## config.mk

```make
export PLATFORM = sky130hd
export DESIGN_NAME = muldiv_ctrl
export DESIGN_NICKNAME = d
export VERILOG_FILES = /design/src/rtl/muldiv_ctrl.sv
export SDC_FILE = /design/constraint.sdc
export NUM_CORES = 1
export LEC_CHECK = 0
export ABC_AREA = 1
export ABC_CLOCK_PERIOD_IN_PS = 4550
export CAP_MARGIN = 15
export CORE_ASPECT_RATIO = 1.25
export CORE_MARGIN = 1.5
export CORE_UTILIZATION = 44
export CTS_CLUSTER_DIAMETER = 200
export DETAILED_ROUTE_END_ITERATION = 6
export PLACE_DENSITY = 0.68
export SETUP_SLACK_MARGIN = 0.05
export SYNTH_ARGS = -nofsm -noshare
export SYNTH_HDL_FRONTEND = slang
export SYNTH_SLANG_ARGS = --single-unit
```

## constraint.sdc

```tcl
create_clock -name clk -period 4.55 [get_ports clk]
set_clock_uncertainty 0.05 [all_clocks]
set_input_delay 0.91 -clock clk [delete_from_list [all_inputs] [get_ports clk]]
set_output_delay 0.91 -clock clk [all_outputs]
set_load 0.01 [all_outputs]
```

## src/rtl/muldiv_ctrl.sv

```systemverilog
// muldiv_ctrl: iterative MULT/MULTU/DIV/DIVU sequencer that owns the HI/LO pair.
// It also services MFHI/MFLO/MTHI/MTLO and stalls HI/LO users while an operation is in flight.
// Optional build macro MULDIV_FAST_MUL_EN: multiplies use a single-cycle
// combinational multiplier and go straight from IDLE to ADJ.
`timescale 1ns/1ps
module muldiv_ctrl #(
  parameter int XLEN = 32
) (
  input  logic            clk,
  input  logic            reset,
  input  logic            valid_i,
  input  logic [5:0]      op_i,
  input  logic [5:0]      funct_i,
  input  logic [XLEN-1:0] rs_data_i,
  input  logic [XLEN-1:0] rt_data_i,
  output logic [XLEN-1:0] hi_o,
  output logic [XLEN-1:0] lo_o,
  output logic            busy_o,
  output logic            stall_o,
  output logic            done_o,
  output logic            div_zero_o
);

  localparam int CW = $clog2(XLEN);

  typedef enum logic [1:0] {IDLE = 2'd0, CALC = 2'd1, ADJ = 2'd2} state_t;

  state_t            state_reg;
  logic [CW-1:0]     count_reg;
  // Multiply: {partial product upper, multiplier shifting out}.
  // Divide: {remainder, dividend shifting into quotient}.
  logic [2*XLEN-1:0] acc_reg;
  logic [XLEN-1:0]   opnd_reg;    // multiplicand or divisor magnitude
  logic [XLEN-1:0]   rs_raw_reg;  // raw dividend, returned in HI on divide-by-zero
  logic              is_div_reg;
  logic              neg_lo_reg;  // negate product / quotient
  logic              neg_hi_reg;  // negate remainder (sign of dividend)
  logic              dz_reg;

  // Instruction decode
  logic            is_special, start, hilo_acc, is_signed, is_div_op;
  logic            rs_neg, rt_neg;
  logic [XLEN-1:0] rs_mag, rt_mag;

  assign is_special = valid_i && (op_i == 6'h00);
  assign start      = is_special && (funct_i[5:2] == 4'b0110);  // 0x18..0x1B
  assign hilo_acc   = is_special && (funct_i[5:2] == 4'b0100);  // 0x10..0x13
  assign is_signed  = ~funct_i[0];
  assign is_div_op  = funct_i[1];
  assign rs_neg     = is_signed & rs_data_i[XLEN-1];
  assign rt_neg     = is_signed & rt_data_i[XLEN-1];
  assign rs_mag     = rs_neg ? -rs_data_i : rs_data_i;
  assign rt_mag     = rt_neg ? -rt_data_i : rt_data_i;

  assign busy_o  = (state_reg != IDLE);
  assign stall_o = busy_o & (start | hilo_acc);

`ifdef MULDIV_FAST_MUL_EN
  logic [2*XLEN-1:0] fast_prod;
  assign fast_prod = {{XLEN{1'b0}}, rs_mag} * {{XLEN{1'b0}}, rt_mag};
`endif

  // One shift-add (multiply) or restoring shift-subtract (divide) step
  logic [XLEN:0]     mul_sum;
  logic [2*XLEN-1:0] mul_next;
  logic [XLEN:0]     div_shift;
  logic              div_ge;
  logic [XLEN-1:0]   div_diff;
  logic [2*XLEN-1:0] div_next;

  always_comb begin
    mul_sum   = {1'b0, acc_reg[2*XLEN-1:XLEN]} + (acc_reg[0] ? {1'b0, opnd_reg} : {(XLEN+1){1'b0}});
    mul_next  = {mul_sum, acc_reg[XLEN-1:1]};
    div_shift = {acc_reg[2*XLEN-1:XLEN], acc_reg[XLEN-1]};
    div_ge    = (div_shift >= {1'b0, opnd_reg});
    // When div_ge holds the true difference is below the divisor, so XLEN bits suffice.
    div_diff  = div_shift[XLEN-1:0] - opnd_reg;
    div_next  = div_ge ? {div_diff, acc_reg[XLEN-2:0], 1'b1}
                       : {div_shift[XLEN-1:0], acc_reg[XLEN-2:0], 1'b0};
  end

  // Final sign fix-up and HI/LO selection written in ADJ
  logic [2*XLEN-1:0] mul_res;
  logic [XLEN-1:0]   adj_hi, adj_lo;

  always_comb begin
    mul_res = neg_lo_reg ? -acc_reg : acc_reg;
    adj_hi  = mul_res[2*XLEN-1:XLEN];
    adj_lo  = mul_res[XLEN-1:0];
    if (dz_reg) begin
      adj_hi = rs_raw_reg;
      adj_lo = {XLEN{1'b1}};
    end else if (is_div_reg) begin
      adj_hi = neg_hi_reg ? -acc_reg[2*XLEN-1:XLEN] : acc_reg[2*XLEN-1:XLEN];
      adj_lo = neg_lo_reg ? -acc_reg[XLEN-1:0] : acc_reg[XLEN-1:0];
    end
  end

  // Sequencer FSM with HI/LO and pulse outputs registered
  always_ff @(posedge clk) begin
    if (reset) begin
      state_reg  <= IDLE;
      count_reg  <= '0;
      acc_reg    <= '0;
      opnd_reg   <= '0;
      rs_raw_reg <= '0;
      is_div_reg <= 1'b0;
      neg_lo_reg <= 1'b0;
      neg_hi_reg <= 1'b0;
      dz_reg     <= 1'b0;
      hi_o       <= '0;
      lo_o       <= '0;
      done_o     <= 1'b0;
      div_zero_o <= 1'b0;
    end else begin
      done_o     <= 1'b0;
      div_zero_o <= 1'b0;
      case (state_reg)
        IDLE: begin
          if (start) begin
            opnd_reg   <= is_div_op ? rt_mag : rs_mag;
            acc_reg    <= {{XLEN{1'b0}}, (is_div_op ? rs_mag : rt_mag)};
            rs_raw_reg <= rs_data_i;
            is_div_reg <= is_div_op;
            neg_lo_reg <= rs_neg ^ rt_neg;
            neg_hi_reg <= rs_neg;
            dz_reg     <= is_div_op && (rt_data_i == '0);
            count_reg  <= '0;
            if (is_div_op && (rt_data_i == '0)) begin
              state_reg <= ADJ;
            end
`ifdef MULDIV_FAST_MUL_EN
            else if (!is_div_op) begin
              acc_reg   <= fast_prod;
              state_reg <= ADJ;
            end
`endif
            else begin
              state_reg <= CALC;
            end
          end else if (is_special && (funct_i == 6'h11)) begin
            hi_o <= rs_data_i;
          end else if (is_special && (funct_i == 6'h13)) begin
            lo_o <= rs_data_i;
          end
        end
        CALC: begin
          acc_reg   <= is_div_reg ? div_next : mul_next;
          count_reg <= count_reg + 1'b1;
          if (count_reg == CW'(XLEN-1)) begin
            state_reg <= ADJ;
          end
        end
        ADJ: begin
          hi_o       <= adj_hi;
          lo_o       <= adj_lo;
          done_o     <= 1'b1;
          div_zero_o <= dz_reg;
          state_reg  <= IDLE;
        end
        default: state_reg <= IDLE;
      endcase
    end
  end

endmodule

```

# ---- Yosys cells after proc, flatten, opt, wreduce, memory -nomap -nowiden
# Index checks and enable logic that the tools add are counted.
# W data, S select, Z words.
dict set report totals {
  ff_bits 205
  in_bits 79
  out_inout_bits 68
  word_cells 90
}
dict set report classes {
  add_sub_neg 8
  n_lt_le_gt_ge 1
  n_eq_ne 13
  muxes 30
  bitwise 7
  n_reduce_logical 18
}
# op n
set op_table {}
lappend op_table {{$mux W32} 16}
lappend op_table {{$mux W64} 4}
lappend op_table {{$neg A32 Y32} 4}
lappend op_table {{$pmux W32 S2} 2}
lappend op_table {{$pmux W64 S2} 1}
lappend op_table {{$neg A64 Y64} 1}
lappend op_table {{$add A32 B32 Y33} 1}
lappend op_table {{$ge A33 B32 Y1} 1}
lappend op_table {{$logic_not A32 Y1} 1}
lappend op_table {{$sub A32 B32 Y32} 1}
lappend op_table {{$eq A6 B5 Y1 const B} 2}
lappend op_table {{$ne A2 B2 Y1 const B} 6}
lappend op_table {{$pmux W5 S2} 1}
lappend op_table {{$eq A4 B3 Y1 const B} 2}
lappend op_table {{$logic_and A1 B1 Y1} 6}
lappend op_table {{$logic_not A6 Y1} 1}
lappend op_table {{$mux W2} 3}
lappend op_table {{$reduce_and A2 Y1} 3}
lappend op_table {{$reduce_bool A2 Y1} 3}
lappend op_table {{$add A5 B1 Y5 const B} 1}
lappend op_table {{$eq A5 B5 Y1 const B} 1}
lappend op_table {{$mux W5} 1}
lappend op_table {{$pmux W2 S2} 1}
lappend op_table {{$reduce_and A4 Y1} 1}
lappend op_table {{other kinds (10)} 13}

# ---- Longest topological paths before layout
dict set report logic_depth {
  ltp_word 7
  mapped_depth 19
  ltp_nobuf 17
}

# ---- Worst setup path before layout
# Ideal clock, no wire load.
dict set report synth_timing {
  path_type {in2out}
  from {input port op_i[3]}
  to {output port stall_o}
  t_arrival_ns 1.629
  required_ns 3.590
  slack_ns 1.961
  stages 5
  n_path_buf 0
  path_cell_list {nor2_1 -> nand2_1 -> nor3_1 -> nand2_1 -> nor4_1}
}
dict set report synth_between {
  elab_chain_cells 5
  word_cells_on_any_way 6
  classes_between {2 x bitwise; 4 x reduce/logical}
}
# item line
set synth_lines {}
lappend synth_lines {{start: declaration} 12} ;# input logic [5:0] op_i,
lappend synth_lines {{$logic_not A6 Y1 *} 45} ;# assign is_special = valid_i && (op_i == 6'h00);
lappend synth_lines {{$logic_and A1 B1 Y1 *} 45}
lappend synth_lines {{$logic_and A1 B1 Y1, on equally long branches} {46, 47}}
lappend synth_lines {{$or A1 B1 Y1 *} 56} ;# assign stall_o = busy_o & (start | hilo_acc);
lappend synth_lines {{$and A1 B1 Y1 *} 56}
lappend synth_lines {{end: declaration} 19} ;# output logic stall_o,
# Mark *: on every way between the ends. The rest lies on a longest branch, timed or not.

# ---- Final worst setup path
dict set report layout_timing {
  from {register acc_reg[53]}
  to {register acc_reg[62]}
}
dict set report layout_between {
  elab_chain_cells 4
  word_cells_on_any_way 6
  classes_between {2 x add/sub; 1 x order compare; 3 x mux}
}
# item line
set layout_lines {}
lappend layout_lines {{start: declaration} 32} ;# logic [2*XLEN-1:0] acc_reg;
lappend layout_lines {{start signal: assignment} 122} ;# acc_reg <= {{XLEN{1'b0}}, (is_div_op ? rs_mag : rt_mag)};
lappend layout_lines {{start signal: assignment} 148} ;# acc_reg <= is_div_reg ? div_next : mul_next;
lappend layout_lines {{$sub A32 B32 Y32 or $ge A33 B32 Y1 (tied branches)} {77, 75}}
lappend layout_lines {{$mux W64} 78} ;# div_next = div_ge ? {div_diff, acc_reg[XLEN-2:0], 1'b1}
lappend layout_lines {{$mux W64 *} 148}
lappend layout_lines {{$pmux W64 S2 *} 118} ;# case (state_reg)
# Marked as above.
# A chain may end at the register's enable or synchronous reset.

==> impl_metrics.yaml <==
yosys:
  netlist_instances: 3390
  synth-warning-count: 0
  ys_async_sr_fraction_pct: 0
  synth_area_leaders: "dfxtp_1 (21%), nand2_1 (16%), inv_1 (8.9%)"
  yosysMostFrequentCell: "nand2_1"
  seq_area_frac_synth_pct: 21.2
  synth-seq-cells: 205
  yosysTopAreaCellShare_pct: 21.2
  ys.flop_type: "dfxtp_1"
  synth.avg_cell_area_um2: 5.72
  syn_nets: 3541
  synth_enable_flop_cells: 0
  synth_cell_types: 54
  synthTopCellsByCount: "nand2_1 (839), inv_1 (458), nor2_1 (375)"
  yosysTopAreaCell: "dfxtp_1"
  synth_area_um2: 19400
cts:
  clk_latency_ns: 0.55
  numCtsBuffers: 24
  cts_root_buffer: "clkbuf_16"
  cts.clk_slew.worst_paths_ns: 0.07
  cts_tree: "built"
  cts_htree_levels: 1
  cts_resized: 0
  post_cts_buffers: 0
  ctsHoldBuffers: 0
  clock-sinks: 205
  cts_buffer_depth: 3
routing:
  num_vias: 23500
  wirelength_mm: 87.9
  avgRoutedWirePerCell_um: 21.7
  drtIter0Drc: 2602
  vias_per_cell: 5.80
  firstDrtPassIters: 6
  drcViolationCount: 0
  antenna_left: 0
floorplan:
  start_util_pct: 44.8
  core.rowCount: 85
  core_area_um2: 43300
  die_x_um: 191
  die_height_um: 238
  io_pins: 147
  die-area_um2: 45400
power_and_ir_drop:
  powerDensity_nw_per_um2: 196
  finalPower_uw: 4310
  power.leakage_uw: 0.0107
  vdd_drop_max_v: 0.000326
final_layout:
  drive_gt1_share_pct: 5.84
  largest_reg_flops: 64
  nNetsFinal: 3613
  final_cells: 4043
  fin_area_um2: 22100
  area_growth_syn_to_layout_pct: 13.7
global_routing:
  antenna_found_initial: 2
  grt_pass1_wl_mm: 130
  grt_start_max_net_pins: 92
  first_global_vias: 21500
  grtUsageTotal_pct: 37.9
  grt_overflow: 0
timing:
  grt_setup_unrepaired: "false"
  tightest_slew_ns: 1.12
  fmax_ghz: 0.287
  fin_setup_tns_ns: 0
  timing.final.crit_share_pct: 76.5
  finalMaxSlewViolations: 0
  setup_viol: 0
  worst_slack_ns: 1.07
  slew_headroom_pct: 25.6
  period_minus_slack_ns: 3.48
  hold_viol: 0
status:
  outcome: "completed"
min_path:
  min_path_type: "reg2reg"
  min_from: "rs_raw_reg[22]$_SDFFE_PP0P_"
setup_path:
  end_kind: "flip-flop"
  crit_type: "reg2reg"
  crit_fanout: 38
  critical_path.startpoint: "acc_reg[53]$_SDFFE_PP0P_"
  arrival_ns: 3.92
  r2r_start: "acc_reg[53]$_SDFFE_PP0P_"
  r2r_slack_ns: 1.07
  cp-start-kind: "flip-flop"
  critPathRequiredTime_ns: 4.98
placement:
  dpl_cell_area_um2: 21300
  place_ws_ns: 0.955
  place.gp.congestion: 1.09
  dp_cells: 4001
  hpwl_mm: 68.8
  port_buffers: 146
flow_run:
  cap_violations: 0
==> critical path: stages, from the launching register on <==
cell and delay (ns):
dfxtp_1 0.72, ha_1 0.41, nand2_1 0.10, nand2_1 0.06, nand2_1 0.06, nand2_1 0.07
o21bai_4 0.20, inv_2 0.06, nor2_2 0.04, nor2_4 0.33, nand2_4 0.47, inv_2 0.41
nand2_1 0.09, nand3_1 0.14, nand2_1 0.08, a21oi_2 0.10
==> cell usage in the layout, fill, tap and decap left out, drive strengths merged, types with 3 or more instances in the layout <==
cell type      count
inv              474
o21bai            12
xnor2              6
nor2             388
and2               5
clkinv             6
o31ai             12
nand3            280
o22ai              6
nor4              10
a31oi             22
clkdlybuf4s50    145
nand2            856
o21a               6
xor2              58
nand3b            18
ha                70
dfxtp            205
nand4             41
a22oi              6
a21oi            338
buf               37
o21ai            329
or2               14
o211ai            20
nor3              55
o221ai            10
a21o               3
clkbuf            32
==> cell families after synthesis <==
group,count (synthesis),synth area share (%)
compound gates,769,21.6
xor+xnor,64,2.89
fa+ha+maj,72,4.72
buf+inv,611,12.3
flops,205,21.2
simple gates,1669,37.4
==> metal layers <==
metal | up-vias | routed length, µm | track usage (%)
met5 | - | 11 | 0
met4 | 2 | 9240 | 33.1
met3 | 400 | 7710 | 6.19
met2 | 1316 | 38300 | 59.8
met1 | 10500 | 32600 | 44.1
li1 | 11200 | - | -
==> area by class of cell <==
| type | instances | area [µm²] |
|---|---|---|
| Antenna cell | 1 | 2.50 |
| Clock buffer | 32 | 682 |
| Clock inverter | 9 | 118 |
| Fill cell | 4609 | 21200 |
| Inverter | 475 | 1790 |
| Multi-Input combinational cell | 2574 | 12900 |
| Sequential cell | 205 | 4110 |
| Tap cell | 565 | 707 |
| Timing Repair Buffer | 182 | 1740 |
==> metrics by stage <==
| stage | util (%) | hold slack [ns] |
|---|---|---|
| final | 51.0 | 0.403 |
| after global placement | 49.1 | 0.390 |
| after global routing | 51.0 | 0.412 |
| after detailed placement | 49.1 | 0.395 |
| after CTS | 51.0 | 0.405 |
| after floorplan | - | 0.380 |
==> path summary, 6_finish.rpt <==
kind / to / depth (start not counted)
hold / removal: rs_raw_reg[22]$_SDFFE_PP0P_ / 2
setup reg to reg: acc_reg[62]$_SDFFE_PP0P_ / 15
setup / recovery: acc_reg[62]$_SDFFE_PP0P_ / 15
hold reg to reg: rs_raw_reg[22]$_SDFFE_PP0P_ / 2
==> where the power goes <==
| group | switching [µW] | leakage, µW | internal (µW) |
|---|---|---|---|
| Sequential | 1.32 | 0.00165 | 1800 |
| Clock | 870 | 0.000386 | 1170 |
| Combinational | 329 | 0.00862 | 147 |
| Total | 1200 | 0.0107 | 3110 |
Power figures use the tool's default switching activity.
